--- src/rtl/pc_seq.sv ---
// pc_seq: fetch program-counter sequencer (boot, increment, redirect, irq, halt).
// Optional stall-cycle counter enabled by defining PC_SEQ_PERF_EN.
`ifndef SIZE_ADDR
`define SIZE_ADDR 32
`endif

module pc_seq #(
  parameter logic [`SIZE_ADDR-1:0] RESET_VEC = '0,
  parameter logic [`SIZE_ADDR-1:0] IRQ_VEC   = `SIZE_ADDR'd16,
  parameter logic [`SIZE_ADDR-1:0] PC_INC    = `SIZE_ADDR'd1
) (
  input  logic                  iw_clk,
  input  logic                  iw_rst_n,
  input  logic                  iw_mem_ready,
  input  logic                  iw_stall,
  input  logic                  iw_branch_valid,
  input  logic [`SIZE_ADDR-1:0] iw_branch_pc,
  input  logic                  iw_irq_req,
  input  logic                  iw_halt,
`ifdef PC_SEQ_PERF_EN
  output logic [31:0]           ow_stall_cnt,
`endif
  output logic [`SIZE_ADDR-1:0] ow_pc,
  output logic                  ow_pc_valid,
  output logic                  ow_flush,
  output logic                  ow_irq_ack,
  output logic [`SIZE_ADDR-1:0] ow_epc,
  output logic                  ow_halted
);

  typedef enum logic [1:0] {
    BOOT = 2'd0,
    RUN  = 2'd1,
    HALT = 2'd2
  } state_e;

  state_e                state_q, state_d;
  logic [`SIZE_ADDR-1:0] pc_q, pc_d;
  logic [`SIZE_ADDR-1:0] epc_q, epc_d;
  logic                  valid_q, valid_d;
  logic                  flush_q, flush_d;
  logic                  ack_q, ack_d;
  logic                  halted_q, halted_d;

  logic accept;
  logic irq_ok;

  // Qualified events; irq is masked for the cycle its ack is showing.
  always_comb begin
    accept = valid_q & iw_mem_ready & ~iw_stall;
    irq_ok = iw_irq_req & ~ack_q;
  end

  // Next-state and registered-output decode, priority branch > irq > halt > accept.
  always_comb begin
    state_d  = state_q;
    pc_d     = pc_q;
    epc_d    = epc_q;
    valid_d  = valid_q;
    flush_d  = 1'b0;
    ack_d    = 1'b0;
    halted_d = halted_q;
    unique case (state_q)
      BOOT: begin
        state_d = RUN;
        valid_d = 1'b1;
        pc_d    = RESET_VEC;
      end
      RUN: begin
        if (iw_branch_valid) begin
          pc_d    = iw_branch_pc;
          flush_d = 1'b1;
        end else if (irq_ok) begin
          epc_d   = pc_q;
          pc_d    = IRQ_VEC;
          ack_d   = 1'b1;
          flush_d = 1'b1;
        end else if (iw_halt) begin
          state_d  = HALT;
          valid_d  = 1'b0;
          halted_d = 1'b1;
        end else if (accept) begin
          pc_d = pc_q + PC_INC;
        end
      end
      HALT: begin
        if (irq_ok) begin
          epc_d    = pc_q;
          pc_d     = IRQ_VEC;
          ack_d    = 1'b1;
          flush_d  = 1'b1;
          state_d  = RUN;
          valid_d  = 1'b1;
          halted_d = 1'b0;
        end else if (!iw_halt) begin
          state_d  = RUN;
          valid_d  = 1'b1;
          halted_d = 1'b0;
        end
      end
      default: begin
        state_d = BOOT;
        valid_d = 1'b0;
      end
    endcase
  end

  // State and output registers.
  always_ff @(posedge iw_clk or negedge iw_rst_n) begin
    if (!iw_rst_n) begin
      state_q  <= BOOT;
      pc_q     <= RESET_VEC;
      epc_q    <= '0;
      valid_q  <= 1'b0;
      flush_q  <= 1'b0;
      ack_q    <= 1'b0;
      halted_q <= 1'b0;
    end else begin
      state_q  <= state_d;
      pc_q     <= pc_d;
      epc_q    <= epc_d;
      valid_q  <= valid_d;
      flush_q  <= flush_d;
      ack_q    <= ack_d;
      halted_q <= halted_d;
    end
  end

  assign ow_pc       = pc_q;
  assign ow_pc_valid = valid_q;
  assign ow_flush    = flush_q;
  assign ow_irq_ack  = ack_q;
  assign ow_epc      = epc_q;
  assign ow_halted   = halted_q;

`ifdef PC_SEQ_PERF_EN
  logic [31:0] cnt_q, cnt_d;
  logic        stalled;

  // Count live RUN cycles that neither advance nor redirect, saturating.
  always_comb begin
    stalled = (state_q == RUN) & valid_q & ~accept
            & ~iw_branch_valid & ~irq_ok;
    cnt_d   = cnt_q;
    if (stalled && (cnt_q != 32'hFFFF_FFFF))
      cnt_d = cnt_q + 32'd1;
  end

  // Counter register, cleared only by reset.
  always_ff @(posedge iw_clk or negedge iw_rst_n) begin
    if (!iw_rst_n) cnt_q <= '0;
    else           cnt_q <= cnt_d;
  end

  assign ow_stall_cnt = cnt_q;
`endif

endmodule

--- config.mk ---
export PLATFORM = sky130hd
export DESIGN_NAME = pc_seq
export DESIGN_NICKNAME = d
export VERILOG_FILES = /design/src/rtl/pc_seq.sv
export SDC_FILE = /design/constraint.sdc
export NUM_CORES = 1
export LEC_CHECK = 0
export ABC_AREA = 1
export CORE_MARGIN = 4
export CORE_UTILIZATION = 49
export CTS_CLUSTER_DIAMETER = 30
export DETAILED_ROUTE_END_ITERATION = 10
export PLACE_DENSITY = 0.89
export SLEW_MARGIN = 5
export SYNTH_ARGS = -nofsm -noshare
export SYNTH_HDL_FRONTEND = slang
export SYNTH_SLANG_ARGS = --single-unit
export TNS_END_PERCENT = 10
--- constraint.sdc ---
create_clock -name iw_clk -period 2.21 [get_ports iw_clk]
set_clock_uncertainty 0.2 [all_clocks]
set_input_delay 0.221 -clock iw_clk [delete_from_list [all_inputs] [get_ports iw_clk]]
set_output_delay 0.221 -clock iw_clk [all_outputs]
set_load 0.005 [all_outputs]
==> results of run 1 <==
layout make-up:
type	count	area, um^2	area share
timing repair buffer	118	1200	0.215
inverter	61	229	0.0411
clock inverter	5	58.8	0.0106
tap	105	131	0.0236
clock buffer	11	151	0.0272
multi-input combinational	450	2070	0.372
sequential	69	1730	0.310
where the power goes:
part           total [mW]  internal (mW)  switching, mW
combinational        2.99           1.48           1.51
clock                1.09          0.583          0.511
sequential           2.25           1.75          0.497
how the worst min path moves through the flow:
stage | from | endpoint | slack (ns) | cells past startpoint
after floorplan | iw_rst_n | ow_epc[0]$_DFFE_PN0P_ | -0.27 | 0
after global placement | iw_rst_n | ow_pc_valid$_DFFE_PN0P_ | 0.07 | 2
after detailed placement | iw_rst_n | ow_pc_valid$_DFFE_PN0P_ | 0.08 | 2
after CTS | iw_rst_n | ow_pc_valid$_DFFE_PN0P_ | 0.23 | 3
after global routing | iw_rst_n | ow_pc_valid$_DFFE_PN0P_ | 0.26 | 3
final | iw_rst_n | ow_pc_valid$_DFFE_PN0P_ | 0.21 | 3
flip-flops by register name, summed over array words and instances, names as in the netlist:
name         count
ow_pc_valid      1
ow_epc          32
ow_irq_ack       1
ow_halted        1
state_q          1
ow_pc           32
ow_flush         1
cells in the mapped netlist (all sizes together):
library cell / count / area, um^2
clkinv: 2 / 7.51
xnor2: 1 / 8.76
nand2: 254 / 983
dfrtp: 69 / 1730
clkbuf: 6 / 22.5
xor2: 1 / 8.76
a21oi: 3 / 15.0
inv: 59 / 221
a211oi: 1 / 7.51
ha: 5 / 62.6
mux2: 1 / 11.3
a21boi: 1 / 18.8
o21ai: 67 / 358
o31ai: 1 / 7.51
nor2: 67 / 334
buf: 10 / 70.1
nand3: 39 / 200
a22o: 1 / 8.76
nor3: 3 / 15.0
nand4: 5 / 31.3
worst max-delay path, delay by kind of cell (launching register included):
kind / cells / cell delay (ns)
AOI/OAI and AO/OA: 3 / 0.30
DFF: 1 / 0.43
buffers and inverters: 4 / 0.49
and+or+nand+nor: 3 / 0.32
adders and majority gates: 1 / 0.18
routing by layer:
layer / part of all wire / GRT usage / vias up
met4: 0.018 / 0.0861 / 0
met3: 0.053 / 0.0365 / 20
met2: 0.50 / 0.444 / 156
li1: - / - / 2102
met1: 0.43 / 0.327 / 1987
met5: 0 / 0 / -
cells by family after synthesis:
group                      count (synthesis)  synth area share
xor gates and xnor gates                   2           0.00425
and+or+nand+nor                          368             0.380
DFF                                       69             0.419
AOI/OAI and AO/OA                         74             0.101
muxes                                      1           0.00273
buffers and inverters                     77            0.0781
adders and majority gates                  5            0.0152
==> results.cfg, run 1 <==
[status]
status = finished, final reports clean

[cells_and_area]
num_antenna_cells = 0
syn_to_final_growth_pct = 35.1
fin_nets = 753
final_area_um2 = 5570
fin_util = 0.677
final_cell_count_no_fill = 819
drive_gt1_frac = 0.0854
nFillCells = 709
final_common_cell = nand2_1
final_cell_mix = 248 x nand2_1, 105 x clkdlybuf4s50_1, 69 x dfrtp_1

[clocking]
tritoncts = done
clk_pin_slew_ns = 0.08
cts_setup_buffers = 0
cts_hold_buffers = 1
cts.path.max_buffers = 2
cts_sinks = 69
htreeDepth = 3
numCtsBuffers = 9
cts_resized = 0
cts_root_buf = clkbuf_8
worst_skew_pair.late_latency_ns = 0.35

[die]
core-area_um2 = 8220
die_height_um = 99.7
initial_core_util = 0.501
num_rows = 33
die_area_um2 = 9940
dieWidth_um = 99.7
io_pins = 107

[power_and_ir_drop]
total_power_mw = 6.33
p_per_area_nw_per_um2 = 1140
peakVddDrop_v = 0.000777
power_leakage_nw = 2.53

[synth]
syn_nets = 640
postSynthCellCount = 596
ys_seq_area_frac = 0.419
synth_area_um2 = 4120
synth_cell_types = 31
yosys_warnings = 0
post_synth.cell_area_avg_um2 = 6.91
ys_seq_elements = 69

[timing]
period_share = 0.903
setup_tns_ns = 0
finalMaxSlewViolations = 0
slew-limit-headroom = 0.739
max_freq_mhz = 501
holdWs_ns = 0.208
setup_viol_count_final = 0
fin_crit_ns = 2.00
rsz0062_at_grt = false
fin_ws_ns = 0.215
final_hold_viol_count = 0
tightest_slew_ns = 0.391

[placed_design]
gp_congestion = 0.918
place_area_um2 = 5350
place_hpwl_um = 9330
io_buffers = 106
dp.cells = 802
post-place-ws_ns = 0.197

[global_routing]
antenna_found_initial = 0
grtUsageTotal = 0.256
grt_max_degree = 70
grt_pass1_wl_um = 20400
grt_pass1_vias = 4275
grt-ovfl-total = 0

[critical_path]
cp.arrival_ns = 2.07
r2r_setup_slack_ns = 0.21
critPathCaptureType = register
cp_cell_sequence = inv_1 -> ha_1 -> inv_2 -> nor2_4 -> nand2_4 -> clkinv_1 -> buf_4 -> o21ai_0 -> o21ai_0 -> nand2_1 -> o21ai_2
crit_start = state_q[1]$_DFFE_PN0P_
criticalPathCategory = reg -> reg
cpMostUsedCell = o21ai_0
worstPathMaxFanout = 12
r2r_cells = 11
r2r-end = ow_pc[8]$_DFFE_PN0P_
worstSetupStartpointType = register
critPathSlowestCell = dfrtp_1
critPathRequiredTime_ns = 2.29
crit_end = ow_pc[8]$_DFFE_PN0P_
r2r_start = state_q[1]$_DFFE_PN0P_
slowest_delay_ns = 0.43

[min_path]
hold_class = in -> async

[flow_run]
cap_violations = 0

[routing]
vias = 4265
route.detailed.drc = 0
post_drt_via_cell_ratio = 5.21
wirelength_um = 12300
dr.pass1.iters = 5
drt-initial-drc-count = 261
wl_per_cell_um = 15.0
antenna_left = 0
Power figures use the tool's default switching activity.
==> run 2, diff against run 1 <==
--- a/config.mk
+++ b/config.mk
@@ -10,6 +10,7 @@
 export CORE_UTILIZATION = 49
 export CTS_CLUSTER_DIAMETER = 30
 export DETAILED_ROUTE_END_ITERATION = 10
+export MAX_ROUTING_LAYER = met4
 export PLACE_DENSITY = 0.89
 export SLEW_MARGIN = 5
 export SYNTH_ARGS = -nofsm -noshare
==> results.cfg, run 2 (same netlist as run 1, synthesis figures left out) <==
[status]
status = finished, final reports clean

[timing]
max_freq_mhz = 495
period_share = 0.914
fin_crit_ns = 2.02
slew-limit-headroom = 0.755
holdWs_ns = 0.219
setup_viol_count_final = 0
tightest_slew_ns = 0.367
rsz0062_at_grt = false
final_hold_viol_count = 0
finalMaxSlewViolations = 0
setup_tns_ns = 0

[routing]
route.detailed.drc = 0
vias = 4297
wl_per_cell_um = 15.0
post_drt_via_cell_ratio = 5.25
drt-initial-drc-count = 365
antenna_left = 0
dr.pass1.iters = 5
wirelength_um = 12300

[placed_design]
place_area_um2 = 5350
place_hpwl_um = 9280
io_buffers = 106
gp_congestion = 0.956
dp.cells = 802

[cells_and_area]
num_antenna_cells = 0
fin_nets = 753
drive_gt1_frac = 0.0799
syn_to_final_growth_pct = 34.7
final_area_um2 = 5550
final_cell_mix = 248 x nand2_1, 105 x clkdlybuf4s50_1, 69 x dfrtp_1
final_common_cell = nand2_1
final_cell_count_no_fill = 818
fin_util = 0.675

[flow_run]
cap_violations = 0

[critical_path]
critPathRequiredTime_ns = 2.26
worstPathMaxFanout = 28
r2r_cells = 7
r2r_setup_slack_ns = 0.19
worstSetupStartpointType = register
critPathCaptureType = register
criticalPathCategory = reg -> reg
cp.arrival_ns = 2.07
r2r-end = ow_epc[7]$_DFFE_PN0P_
r2r_start = ow_pc_valid$_DFFE_PN0P_

[die]
io_pins = 107
die_height_um = 99.7
die_area_um2 = 9940
initial_core_util = 0.501
core-area_um2 = 8220
dieWidth_um = 99.7
num_rows = 33

[power_and_ir_drop]
p_seq_frac = 0.356
p_per_area_nw_per_um2 = 1140
switching_share = 0.394
internal-power_mw = 3.82
power_leakage_nw = 2.53
p_switching_mw = 2.49
p_clk_frac = 0.165
combPwrFrac = 0.479
peakVddDrop_v = 0.000630

[global_routing]
grt_pass1_vias = 4309
antenna_found_initial = 0
grt-ovfl-total = 0
grt_max_degree = 70
grt_pass1_wl_um = 20900
grtUsageTotal = 0.268

[clocking]
numCtsBuffers = 9
cts_resized = 0
htreeDepth = 3
worst_skew_pair.late_latency_ns = 0.35
tritoncts = done
cts_root_buf = clkbuf_8
clk_pin_slew_ns = 0.07
cts.path.max_buffers = 2
cts_sinks = 69

[min_path]
hold_class = in -> async
run 2: cell count changes in the layout (fill, tap and decap cells not counted), sizes merged:
cell	before	now
clkinvlp	2	0
clkinv	4	2
clkbuf	11	14
run 2: repair_timing:
action                    4_1_cts  5_1_grt
buffers inserted                0        0
hold endpoints to repair       69        0
hold buffers                    1        0
run 2: layer usage:
| layer | vias up | GRT usage | part of all wire |
|---|---|---|---|
| met5 | - | - | 0 |
| met4 | 0 | 0.0788 | 0.019 |
| met3 | 24 | 0.0407 | 0.071 |
| met2 | 193 | 0.443 | 0.50 |
| met1 | 1990 | 0.342 | 0.41 |
| li1 | 2090 | - | - |
run 2: worst max-delay path: stages (launching register included):
cell,delay (ns)
dfrtp_1,0.44
inv_1,0.12
ha_1,0.26
inv_1,0.10
nor2_1,0.24
a21boi_4,0.12
buf_4,0.23
o21ai_0,0.21
run 2: area by class of cell:
| class | count | area (um^2) |
|---|---|---|
| Tap cell | 105 | 131 |
| Clock buffer | 14 | 163 |
| Inverter | 61 | 229 |
| Fill cell | 703 | 2670 |
| Timing Repair Buffer | 118 | 1200 |
| Sequential cell | 69 | 1730 |
| Clock inverter | 1 | 30.0 |
| Multi-Input combinational cell | 450 | 2070 |
run 2: power by group through the flow:
stage	combinational [mW]	sequential (mW)	clock, mW
floorplan	1.44	2.19	0
global placement	2.94	2.23	0
detailed placement	3.02	2.25	0
CTS	3.04	2.23	1.05
global route	3.33	2.32	1.11
finish	3.02	2.24	1.04
run 2: through the flow:
| stage | power [mW] | worst slack (ns) |
|---|---|---|
| floorplan | 3.63 | 0.407 |
| global placement | 5.17 | 0.236 |
| detailed placement | 5.27 | 0.169 |
| CTS | 6.33 | 0.182 |
| global route | 6.76 | 0.00403 |
| finish | 6.30 | 0.189 |
run 2: how the worst max path moves through the flow:
stage                             from                     to  slack [ns]  depth (start not counted)
2_1_floorplan   state_q[1]$_DFFE_PN0P_   ow_pc[7]$_DFFE_PN0P_        0.41                         12
3_3_place_gp                   iw_halt   ow_pc[0]$_DFFE_PN0P_        0.24                          7
3_5_place_dp                   iw_halt   ow_pc[0]$_DFFE_PN0P_        0.17                          7
5_1_grt        ow_pc_valid$_DFFE_PN0P_  ow_epc[9]$_DFFE_PN0P_       0.004                          7
6_report       ow_pc_valid$_DFFE_PN0P_  ow_epc[7]$_DFFE_PN0P_        0.19                          7
4_1_cts        ow_pc_valid$_DFFE_PN0P_  ow_epc[7]$_DFFE_PN0P_        0.18                          7
==> run 3, diff against run 2 <==
--- a/config.mk
+++ b/config.mk
@@ -12,6 +12,7 @@
 export DETAILED_ROUTE_END_ITERATION = 10
 export MAX_ROUTING_LAYER = met4
 export PLACE_DENSITY = 0.89
+export SKIP_CTS_REPAIR_TIMING = 1
 export SLEW_MARGIN = 5
 export SYNTH_ARGS = -nofsm -noshare
 export SYNTH_HDL_FRONTEND = slang
==> results.cfg, run 3 (same netlist as run 1, synthesis figures left out) <==
[clocking]
tritoncts = done
cts_root_buf = clkbuf_8
worst_skew_pair.late_latency_ns = 0.35
clk_pin_slew_ns = 0.07
numCtsBuffers = 9
cts.path.max_buffers = 2
htreeDepth = 3
cts_sinks = 69

[timing]
holdWs_ns = 0.220
fin_crit_ns = 2.02
period_share = 0.914
final_hold_viol_count = 0
slew-limit-headroom = 0.754
setup_tns_ns = 0
setup_viol_count_final = 0
tightest_slew_ns = 0.368
finalMaxSlewViolations = 0
max_freq_mhz = 495
rsz0062_at_grt = false

[critical_path]
r2r_setup_slack_ns = 0.19
r2r-end = ow_epc[7]$_DFFE_PN0P_
criticalPathCategory = reg -> reg
critPathCaptureType = register
r2r_start = ow_pc_valid$_DFFE_PN0P_
worstSetupStartpointType = register
critPathRequiredTime_ns = 2.26
worstPathMaxFanout = 28
cp.arrival_ns = 2.07
r2r_cells = 7

[cells_and_area]
nFillCells = 703
fin_util = 0.675
final_cell_count_no_fill = 818
syn_to_final_growth_pct = 34.7
num_antenna_cells = 0
final_cell_mix = 248 x nand2_1, 105 x clkdlybuf4s50_1, 69 x dfrtp_1
fin_nets = 753
final_common_cell = nand2_1
drive_gt1_frac = 0.0799
multi_input_area_um2 = 2070
seqCellArea_um2 = 1730

[global_routing]
grt_pass1_wl_um = 20800
antenna_found_initial = 0
grtUsageTotal = 0.268
grt-ovfl-total = 0
grt_pass1_vias = 4298
grt_max_degree = 70

[routing]
vias = 4292
wl_per_cell_um = 15.0
drt-initial-drc-count = 372
route.detailed.drc = 0
wirelength_um = 12300
post_drt_via_cell_ratio = 5.25
dr.pass1.iters = 5
antenna_left = 0

[die]
die_area_um2 = 9940
num_rows = 33
die_height_um = 99.7
io_pins = 107
core-area_um2 = 8220
dieWidth_um = 99.7
initial_core_util = 0.501

[placed_design]
place_hpwl_um = 9280
dp.cells = 802
io_buffers = 106
gp_congestion = 0.956

[power_and_ir_drop]
p_per_area_nw_per_um2 = 1140
power_leakage_nw = 2.53
peakVddDrop_v = 0.000631

[min_path]
hold_class = in -> async

[flow_run]
cap_violations = 0

[status]
status = finished, final reports clean
-- run 3: cell counts in the layout (fill, tap and decap cells not counted) --
Identical to the previous run, type by type.
-- run 3: worst max path at each step --
| stage | from | end | slack [ns] | cells past startpoint |
|---|---|---|---|---|
| after global routing | ow_pc_valid$_DFFE_PN0P_ | ow_epc[9]$_DFFE_PN0P_ | 0.004 | 7 |
| after global placement | iw_halt | ow_pc[0]$_DFFE_PN0P_ | 0.24 | 7 |
| final | ow_pc_valid$_DFFE_PN0P_ | ow_epc[7]$_DFFE_PN0P_ | 0.19 | 7 |
| after CTS | ow_pc_valid$_DFFE_PN0P_ | ow_epc[7]$_DFFE_PN0P_ | 0.18 | 7 |
| after detailed placement | iw_halt | ow_pc[0]$_DFFE_PN0P_ | 0.17 | 7 |
| after floorplan | state_q[1]$_DFFE_PN0P_ | ow_pc[7]$_DFFE_PN0P_ | 0.41 | 12 |
-- run 3: final cells by class --
class	count	share of cell area
clock buffers	14	0.0293
repair buffers	118	0.216
inverters	61	0.0413
flip-flops and latches	69	0.311
multi-input cells	450	0.373
clock inverters	1	0.00541
well taps	105	0.0237
-- run 3: layer usage --
layer | share of wire | up-vias | GRT usage | wire [um]
met1 | 0.41 | 1988 | 0.342 | 5050
met2 | 0.50 | 190 | 0.442 | 6130
met3 | 0.070 | 24 | 0.0407 | 860
met5 | 0 | - | - | 0
li1 | - | 2090 | - | -
met4 | 0.019 | 0 | 0.0788 | 229
-- run 3: stage by stage --
step / worst slack (ns) / instance area [um^2] / power [mW]
floorplan: 0.407 / 4120 / 3.63
global placement: 0.236 / 5350 / 5.17
detailed placement: 0.169 / 5350 / 5.27
CTS: 0.182 / 5540 / 6.33
global route: 0.00403 / 5550 / 6.76
finish: 0.190 / 5550 / 6.30
-- run 3: power by group --
| part | total [mW] | internal, mW | switching [mW] |
|---|---|---|---|
| combinational | 3.02 | 1.49 | 1.53 |
| clock | 1.04 | 0.579 | 0.464 |
| sequential | 2.24 | 1.75 | 0.492 |
-- run 3: worst max-delay path, stage by stage (launching register included) --
cell and delay, ns:
dfrtp_1 0.44, inv_1 0.12, ha_1 0.26, inv_1 0.10, nor2_1 0.24, a21boi_4 0.12, buf_4 0.23, o21ai_0 0.21
